## src/rtl/snake_motion_ctrl.sv

```systemverilog
// rtl/snake_motion_ctrl.sv - snake head motion sequencer (keycode + frame tick -> position/heading)
//
// Purpose: decodes W/A/S/D/space keycodes, counts VGA frame ticks and steps the
// head position along the committed heading; detects wall contact (or wraps).
//
// Ports:
//   Clk        in   system clock, rising edge
//   Reset      in   asynchronous active-high reset
//   keycode    in   [7:0] USB HID keycode, 0x00 = no key
//   frame_sync in   VGA vsync level, asynchronous to Clk
//   snakeX_pos out  [9:0] head-center X
//   snakeY_pos out  [9:0] head-center Y
//   dir        out  [1:0] heading W=00 A=01 S=10 D=11
//   moving     out  high while running
//   collided   out  high after wall contact
//
// Configuration: define SNAKE_WRAP_EN to wrap at the walls instead of stopping.

module snake_motion_ctrl #(
  parameter int STEP            = 24,
  parameter int FRAMES_PER_STEP = 4,
  parameter int X_MIN           = 12,
  parameter int X_MAX           = 627,
  parameter int Y_MIN           = 12,
  parameter int Y_MAX           = 467,
  parameter int START_X         = 320,
  parameter int START_Y         = 240
) (
  input  logic       Clk,
  input  logic       Reset,
  input  logic [7:0] keycode,
  input  logic       frame_sync,
  output logic [9:0] snakeX_pos,
  output logic [9:0] snakeY_pos,
  output logic [1:0] dir,
  output logic       moving,
  output logic       collided
);

  typedef enum logic [1:0] {S_IDLE, S_RUN, S_DEAD} state_e;

  localparam logic [1:0] DIR_W = 2'b00;
  localparam logic [1:0] DIR_A = 2'b01;
  localparam logic [1:0] DIR_S = 2'b10;
  localparam logic [1:0] DIR_D = 2'b11;

  localparam logic signed [10:0] STEP_S  = 11'(STEP);
  localparam logic signed [10:0] X_MIN_S = 11'(X_MIN);
  localparam logic signed [10:0] X_MAX_S = 11'(X_MAX);
  localparam logic signed [10:0] Y_MIN_S = 11'(Y_MIN);
  localparam logic signed [10:0] Y_MAX_S = 11'(Y_MAX);
  localparam logic [9:0]         START_X_V = 10'(START_X);
  localparam logic [9:0]         START_Y_V = 10'(START_Y);
  localparam logic [7:0]         CNT_LAST  = 8'(FRAMES_PER_STEP - 1);

  state_e      state_q, state_d;
  logic [7:0]  cnt_q, cnt_d;
  logic [9:0]  x_q, x_d, y_q, y_d;
  logic [1:0]  dir_q, dir_d, pend_q, pend_d;
  logic        moving_q, collided_q;
  logic        fs_meta_q, fs_sync_q, fs_prev_q;

  logic        tick;
  logic        key_vld, key_restart, step;
  logic [1:0]  key_dir;
  logic signed [10:0] nx, ny;

  // frame_sync crosses from vga_clk: two-flop synchronizer then edge detect
  assign tick = fs_sync_q & ~fs_prev_q;

  always_comb begin
    key_vld     = 1'b1;
    key_dir     = DIR_W;
    key_restart = 1'b0;
    case (keycode)
      8'h1A:   key_dir = DIR_W;
      8'h04:   key_dir = DIR_A;
      8'h16:   key_dir = DIR_S;
      8'h07:   key_dir = DIR_D;
      8'h2C:   begin key_vld = 1'b0; key_restart = 1'b1; end
      default: key_vld = 1'b0;
    endcase
  end

  always_comb begin
    state_d = state_q;
    cnt_d   = cnt_q;
    x_d     = x_q;
    y_d     = y_q;
    dir_d   = dir_q;
    pend_d  = pend_q;
    step    = 1'b0;
    nx      = $signed({1'b0, x_q});
    ny      = $signed({1'b0, y_q});

    case (state_q)
      S_IDLE: begin
        if (key_vld) begin
          dir_d   = key_dir;
          pend_d  = key_dir;
          cnt_d   = 8'd0;
          state_d = S_RUN;
        end
      end

      S_RUN: begin
        // opposite heading differs only in the MSB
        if (key_vld && (key_dir != (dir_q ^ 2'b10))) pend_d = key_dir;

        if (tick) begin
          if (cnt_q == CNT_LAST) begin
            cnt_d = 8'd0;
            step  = 1'b1;
          end else begin
            cnt_d = cnt_q + 8'd1;
          end
        end

        if (step) begin
          // pend_d already includes a key accepted this cycle
          dir_d = pend_d;
          case (pend_d)
            DIR_W:   ny = ny - STEP_S;
            DIR_A:   nx = nx - STEP_S;
            DIR_S:   ny = ny + STEP_S;
            default: nx = nx + STEP_S;
          endcase
`ifdef SNAKE_WRAP_EN
          if (nx > X_MAX_S)      nx = X_MIN_S;
          else if (nx < X_MIN_S) nx = X_MAX_S;
          if (ny > Y_MAX_S)      ny = Y_MIN_S;
          else if (ny < Y_MIN_S) ny = Y_MAX_S;
          x_d = nx[9:0];
          y_d = ny[9:0];
`else
          if ((nx < X_MIN_S) || (nx > X_MAX_S) || (ny < Y_MIN_S) || (ny > Y_MAX_S)) begin
            state_d = S_DEAD;
          end else begin
            x_d = nx[9:0];
            y_d = ny[9:0];
          end
`endif
        end
      end

      S_DEAD: begin
        if (key_restart) begin
          state_d = S_IDLE;
          x_d     = START_X_V;
          y_d     = START_Y_V;
          dir_d   = DIR_W;
          pend_d  = DIR_W;
          cnt_d   = 8'd0;
        end
      end

      default: state_d = S_IDLE;
    endcase
  end

  always_ff @(posedge Clk or posedge Reset) begin
    if (Reset) begin
      state_q    <= S_IDLE;
      cnt_q      <= 8'd0;
      x_q        <= START_X_V;
      y_q        <= START_Y_V;
      dir_q      <= DIR_W;
      pend_q     <= DIR_W;
      moving_q   <= 1'b0;
      collided_q <= 1'b0;
      fs_meta_q  <= 1'b0;
      fs_sync_q  <= 1'b0;
      fs_prev_q  <= 1'b0;
    end else begin
      state_q    <= state_d;
      cnt_q      <= cnt_d;
      x_q        <= x_d;
      y_q        <= y_d;
      dir_q      <= dir_d;
      pend_q     <= pend_d;
      moving_q   <= (state_d == S_RUN);
      collided_q <= (state_d == S_DEAD);
      fs_meta_q  <= frame_sync;
      fs_sync_q  <= fs_meta_q;
      fs_prev_q  <= fs_sync_q;
    end
  end

  assign snakeX_pos = x_q;
  assign snakeY_pos = y_q;
  assign dir        = dir_q;
  assign moving     = moving_q;
  assign collided   = collided_q;

endmodule

```

## config.mk

```make
export PLATFORM = sky130hd
export DESIGN_NAME = snake_motion_ctrl
export DESIGN_NICKNAME = d
export VERILOG_FILES = /design/src/rtl/snake_motion_ctrl.sv
export SDC_FILE = /design/constraint.sdc
export NUM_CORES = 1
export LEC_CHECK = 0
export ABC_AREA = 1
export CAP_MARGIN = 20
export CORE_ASPECT_RATIO = 0.8
export CORE_MARGIN = 10
export CORE_UTILIZATION = 40
export CTS_CLUSTER_DIAMETER = 120
export CTS_CLUSTER_SIZE = 28
export DETAILED_ROUTE_END_ITERATION = 16
export GPL_ROUTABILITY_DRIVEN = 0
export HOLD_SLACK_MARGIN = 0.12
export PLACE_DENSITY = 0.66
export SETUP_SLACK_MARGIN = 0.02
export SLEW_MARGIN = 5
export SYNTH_ARGS = -nofsm -noshare
export SYNTH_HDL_FRONTEND = slang
export SYNTH_SLANG_ARGS = --single-unit
```

## constraint.sdc

```tcl
create_clock -name Clk -period 6.82 [get_ports Clk]
set_input_delay 2.046 -clock Clk [delete_from_list [all_inputs] [get_ports Clk]]
set_output_delay 2.046 -clock Clk [all_outputs]
set_load 0.02 [all_outputs]
```

**Word-level counts from Yosys, hierarchy flattened**

Cells that the tools add are included.

- Register bits: 39
- Input port bits: 11

- Bitwise gates (word level): 3
- Reduce and logical (&&, ||, !) cells: 14
- Mux-type cells: 37
- Eq/ne operators: 18
- Order comparisons: 4
- Add/subtract/negate cells: 5

Operator list:

| cell | count |
|---|---|
| 2-to-1 mux 10 bit | 6 |
| 2-to-1 mux 11 bit | 4 |
| one-hot mux 11 bit (2 select lines) | 2 |
| one-hot mux 10 bit (2 select lines) | 2 |
| 2-to-1 mux 8 bit | 4 |
| one-hot mux 2 bit (3 select lines) | 4 |
| one-hot mux 8 bit (3 select lines) | 1 |
| adder 10 x 5 -> 11 bit, second input constant | 2 |
| < comparator 11 x 5 -> 1 bit, second input constant | 2 |
| subtractor 10 x 5 -> 11 bit, second input constant | 2 |
| 2-to-1 mux 2 bit | 9 |
| equality test 8 x 3 -> 1 bit, second input constant | 2 |
| equality test 8 x 5 -> 1 bit, second input constant | 2 |
| AND reduction 4 bit | 3 |
| > comparator 11 x 10 -> 1 bit, second input constant | 1 |
| > comparator 11 bit, second input constant | 1 |
| inequality test 2 bit, second input constant | 5 |
| adder 8 x 1 -> 8 bit, second input constant | 1 |
| equality test 8 x 2 -> 1 bit, second input constant | 1 |
| equality test 8 x 6 -> 1 bit, second input constant | 1 |
| equality test 2 x 1 -> 1 bit, second input constant | 3 |
| equality test 2 bit, second input constant | 3 |
| 2-to-1 mux 1 bit | 5 |
| zero test 2 bit | 2 |
| 10 further kinds | 13 |

**Longest topological paths before layout**

- Word-level depth: 19
- Gate-level depth with buffers: 34
- Depth with buffers taken out: 33

**Worst setup path after synthesis**

No wires, ideal clock.

- Kind: in2reg
- Start point: input port keycode[0]
- End point: register x_q[3], in the netlist snakeX_pos[3]
- Slack: 1.576 ns
- Stages: 29
- Library setup time: 0.119 ns
- Arrival: 5.125 ns
- Cells stage by stage: or2_4 > nand2_4 > nand2_4 > nand2_1 > nand2_2 > nand2_4 > nand2_2 > nand2_4 > nand2_4 > buf_6 > nor2_1 > ha_1 > nand2_1 > nand2_1 > nand2_1 > nand3_1 > a21o_1 > a21oi_1 > nand3b_1 > nand2_1 > clkinv_1 > nand2_1 > nor2_2 > nand3_2 > nand2_1 > nand3_2 > buf_6 > nand2_1 > o21ai_2

- Longest elaborated chain between the ends: 17
- Elaborated cells on any way between the ends: 36
- Those cells by class: 4 x order compare; 10 x eq/ne; 14 x mux; 8 x reduce/logical

Ends and longest elaborated chain:

| what | RTL line | RTL |
|---|---|---|
| start: declaration | 31 | `input logic [7:0] keycode,` |
| equality test 8 x 3 -> 1 bit or equality test 8 x 5 -> 1 bit (tied branches) | 75 | `case (keycode)` |
| one-hot mux 2 bit (3 select lines) or OR reduction 4 bit (tied branches) | -- |  |
| inequality test 2 bit or 2-to-1 mux 1 bit (tied branches) | 108, 75 |  |
| logical AND 1 bit | 108 | `if (key_vld && (key_dir != (dir_q ^ 2'b10))) pend_d = key_dir;` |
| 2-to-1 mux 2 bit | 108 |  |
| 2-to-1 mux 2 bit | 96 | `case (state_q)` |
| equality test 2 bit or zero test 2 bit (tied branches) | 122 | `case (pend_d)` |
| OR reduction 2 bit (no line) | -- |  |
| one-hot mux 11 bit (2 select lines) | 122 |  |
| 2-to-1 mux 11 bit | 119 | `if (step) begin` |
| 2-to-1 mux 11 bit | 96 |  |
| < comparator 11 x 5 -> 1 bit or > comparator 11 bit (tied branches) | 136 | `if ((nx < X_MIN_S) \|\| (nx > X_MAX_S) \|\| (ny < Y_MIN_S) \|\| (ny > Y_MAX_S)) begin` |
| logical OR 1 bit (3 in a row) | 136 |  |
| inequality test 2 bit (no line) | -- |  |
| AND reduction 4 bit (no line) | -- |  |
| end signal: assignment | 165 | `x_q <= START_X_V;` |
| end signal: assignment | 177 | `x_q <= x_d;` |
| end: declaration | 58 | `logic [9:0] x_q, x_d, y_q, y_d;` |

Several ways; a longest one is shown, not always the timed one. The select of a mux whose other input is x is not followed.
A chain may end at the register's enable or synchronous reset.

**Worst setup path in the final report**

- Start point: input port keycode[2]
- End point: register x_q[3], in the netlist snakeX_pos[3]

The elaborated chain is that of the path after synthesis.

==> impl_results.md <==
* Hold Path Origin: fs_meta_q
* Reg2reg path depth at 27
* Initial antenna violation count at 0
* Hold slack at between 0.3 and 0.4 ns
* Kind of critical path: input pin to flip-flop
* Port Buf Inserts at 28
* CTS tree: built
* Num rows at 27
* Share of cells above drive strength 1 at 0.135
* Fin. Hold Viols at 0
* Unrepaired setup endpoints after global routing: no
* Clock share of power at 0.135
* Die area at approximately 11000 µm²
* VDD IR max at around 0.15 mV
* Max-cap viol count at 0
* Cts hold-fix bufs at 0
* Max Clock Skew at between 0.008 and 0.009 ns
* First-pass GRT wire length at between 10 and 15 mm
* Hold endpoint: fs_sync_q
* Diodes inserted at 0
* Worst-Skew Late Latency at 0.29 ns
* Util after Layout at 0.477
* Clk root buf: clkbuf_8
* Largest net degree at the start of global routing at 34
* Synthesized flop and latch total at 33
* Total negative slack at 0 ns
* Most frequent cells in the layout: 105 x nand2_1, 66 x inv_1, 40 x nand3_1, 28 x clkdlybuf4s50_1, 27 x dfrtp_1
* CTS Sinks at 33
* Fin cells at 530
* CP most frequent cell: nand2_1
* I/O Pins at 35
* Commonest non-fill, non-tap cell in the layout: nand2_1
* Initial Util at 0.414
* Die Y at 95.9 µm
* Clk buf depth at 2
* Detailed Route Iter0 Violations at 125
* Critical path's slowest cell: clkdlybuf4s50_1
* Top-area cell type share of the netlist area at 0.234
* Ranking of synthesized cells by area: dfrtp_1 23%, nand2_1 14%, inv_1 8.6%
* CTS resizes at 0
* Critical Path RT at 6.99 ns
* Reg power frac at 0.244
* Syn Std Cell Area at 2880 µm²
* Final WL at between 6 and 7 mm
* Post-CTS setup buffer count at 0
* P_int at 0.707 mW
* Worst Path Buf+Inv at 4
* CP max FO at 15
* Switching share of power at 0.482
* Crit end category: flip-flop
* Chip Width at between 100 and 150 µm
* Switching power at between 0.6 and 0.7 mW
* Via count at around 2600
* CP startpoint: keycode[2]
* Post-DR vias/cell at 4.91
* P per Cell Area at just over 400 nW/µm²
* Period minus WS final at around 6.1 ns
* Worst path max stage delay at 0.51 ns
* R2R Path End: snakeX_pos[3]
* Ys Warns at 0
* Post-Place Cells at between 500 and 600
* Post-DP HPWL at 5.29 mm
* Fmax at between 150 and 200 MHz
* Routed Antenna Nets at 0
* Seq/Total Area, Yosys at 0.289
* Number of global-route vias before repair at about 2500
* Worst hold path type: flip-flop to flip-flop
* Reg2Reg Setup Slack at 2.89 ns
* Leakage at between 1.5 and 2 nW
* # H-tree levels at 2
* P&R area growth vs syn at 15.3%
* CP top delay family: simple AND/OR/NAND/NOR gates
* Synth area leader: dfrtp_1
* Nets at roughly 470
* CP Launch Type: input pin
* Syn Area/Cell at about 7.0 µm²
* Core Area at 6960 µm²
* Avg WL per Cell at approximately 13 µm
* Final Max Tran Viols at 0
* Crit path arrival time at approximately 6.3 ns
* Total grt overflow at 0
* Period utilization at 0.898
* Mapped Cells at 410
* Comb pwr share at 0.621
* Slew headroom at 0.644
* Design area at around 3300 µm²
* First-pass DRT Iterations at 4
* Drt drc at 0
* Synth cell types at 36
* R2R Path Start: dir[0]
* Hold path cells at 0
* Global Route Usage Sum at 0.129
* Final setup viols at 0
* Worst-Margin Slew at about 0.53 ns
* Post-DP Area at roughly 3200 µm²
* Clock-pin transition on the worst setup and hold timing paths at 0.07 ns
* TritonCTS Buffers at 5
* Run status: finished clean
==> power by group through the flow <==
stage,logic [mW],clock network [mW],registers [mW]
after detailed placement,0.841,0,0.336
after floorplan,0.598,0,0.364
after global placement,0.841,0,0.338
final,0.846,0.184,0.333
after global routing,0.970,0.196,0.343
after CTS,0.848,0.187,0.333
==> layer usage <==
layer	part of all wire	up-vias	track usage
met3	0.061	6	0.0373
met1	0.49	1183	0.175
li1	-	1359	-
met2	0.44	55	0.195
met5	0	-	0
met4	0.010	0	0.0401
==> Yosys cell counts (all sizes together) <==
| library cell | n |
|---|---|
| nor3 | 5 |
| nand3 | 45 |
| ha | 17 |
| inv | 67 |
| a21oi | 18 |
| o21bai | 2 |
| a31o | 2 |
| nand2 | 128 |
| buf | 10 |
| a221oi | 1 |
| xor2 | 4 |
| o21ai | 20 |
| nor2 | 29 |
| xnor2 | 6 |
| or2 | 1 |
| conb | 1 |
| o22ai | 2 |
| nor4 | 2 |
| a21o | 1 |
| a31oi | 1 |
| fa | 2 |
| dfstp | 6 |
| clkinv | 3 |
| nand4 | 6 |
| a21boi | 1 |
| dfrtp | 27 |
| nand3b | 1 |
| nor3b | 2 |
==> through the flow <==
stage / power, mW / setup slack (ns)
after floorplan: 0.962 / 1.58
final: 1.36 / 0.694
after global placement: 1.18 / 0.487
after detailed placement: 1.18 / 0.406
after global routing: 1.51 / 0.281
after CTS: 1.37 / 0.691
==> cell type report <==
type	instances	area (µm²)
Clock buffer	6	72.6
Multi-Input combinational cell	302	1710
Inverter	70	263
Timing Repair Buffer	30	295
Sequential cell	33	833
Fill cell	687	3640
Clock inverter	2	35.0
Tap cell	87	109
==> flip-flops by register name, summed over array words and instances (netlist names) <==
name	cells
fs_sync_q	1
pend_q	2
moving	1
cnt_q	8
snakeX_pos	7
snakeY_pos	7
fs_prev_q	1
collided	1
dir	2
fs_meta_q	1
state_q	2
==> cells by family after synthesis <==
kind of cell,after synthesis,share of synthesized area
buf+inv,80,0.122
flops,33,0.289
fa+ha+maj,19,0.0877
simple gates,219,0.366
other cells,1,0.00130
compound gates,48,0.102
xor+xnor,10,0.0304
==> worst max-delay path by stage <==
stage                          endpoint  slack [ns]  depth (start not counted)
after floorplan           snakeX_pos[3]        1.58                         29
after global placement    snakeX_pos[3]        0.49                         31
after detailed placement  snakeX_pos[3]        0.41                         31
after CTS                 snakeX_pos[3]        0.69                         31
after global routing      snakeY_pos[3]        0.28                         32
final                     snakeX_pos[3]        0.69                         31
(Power assumes the default switching activity.)
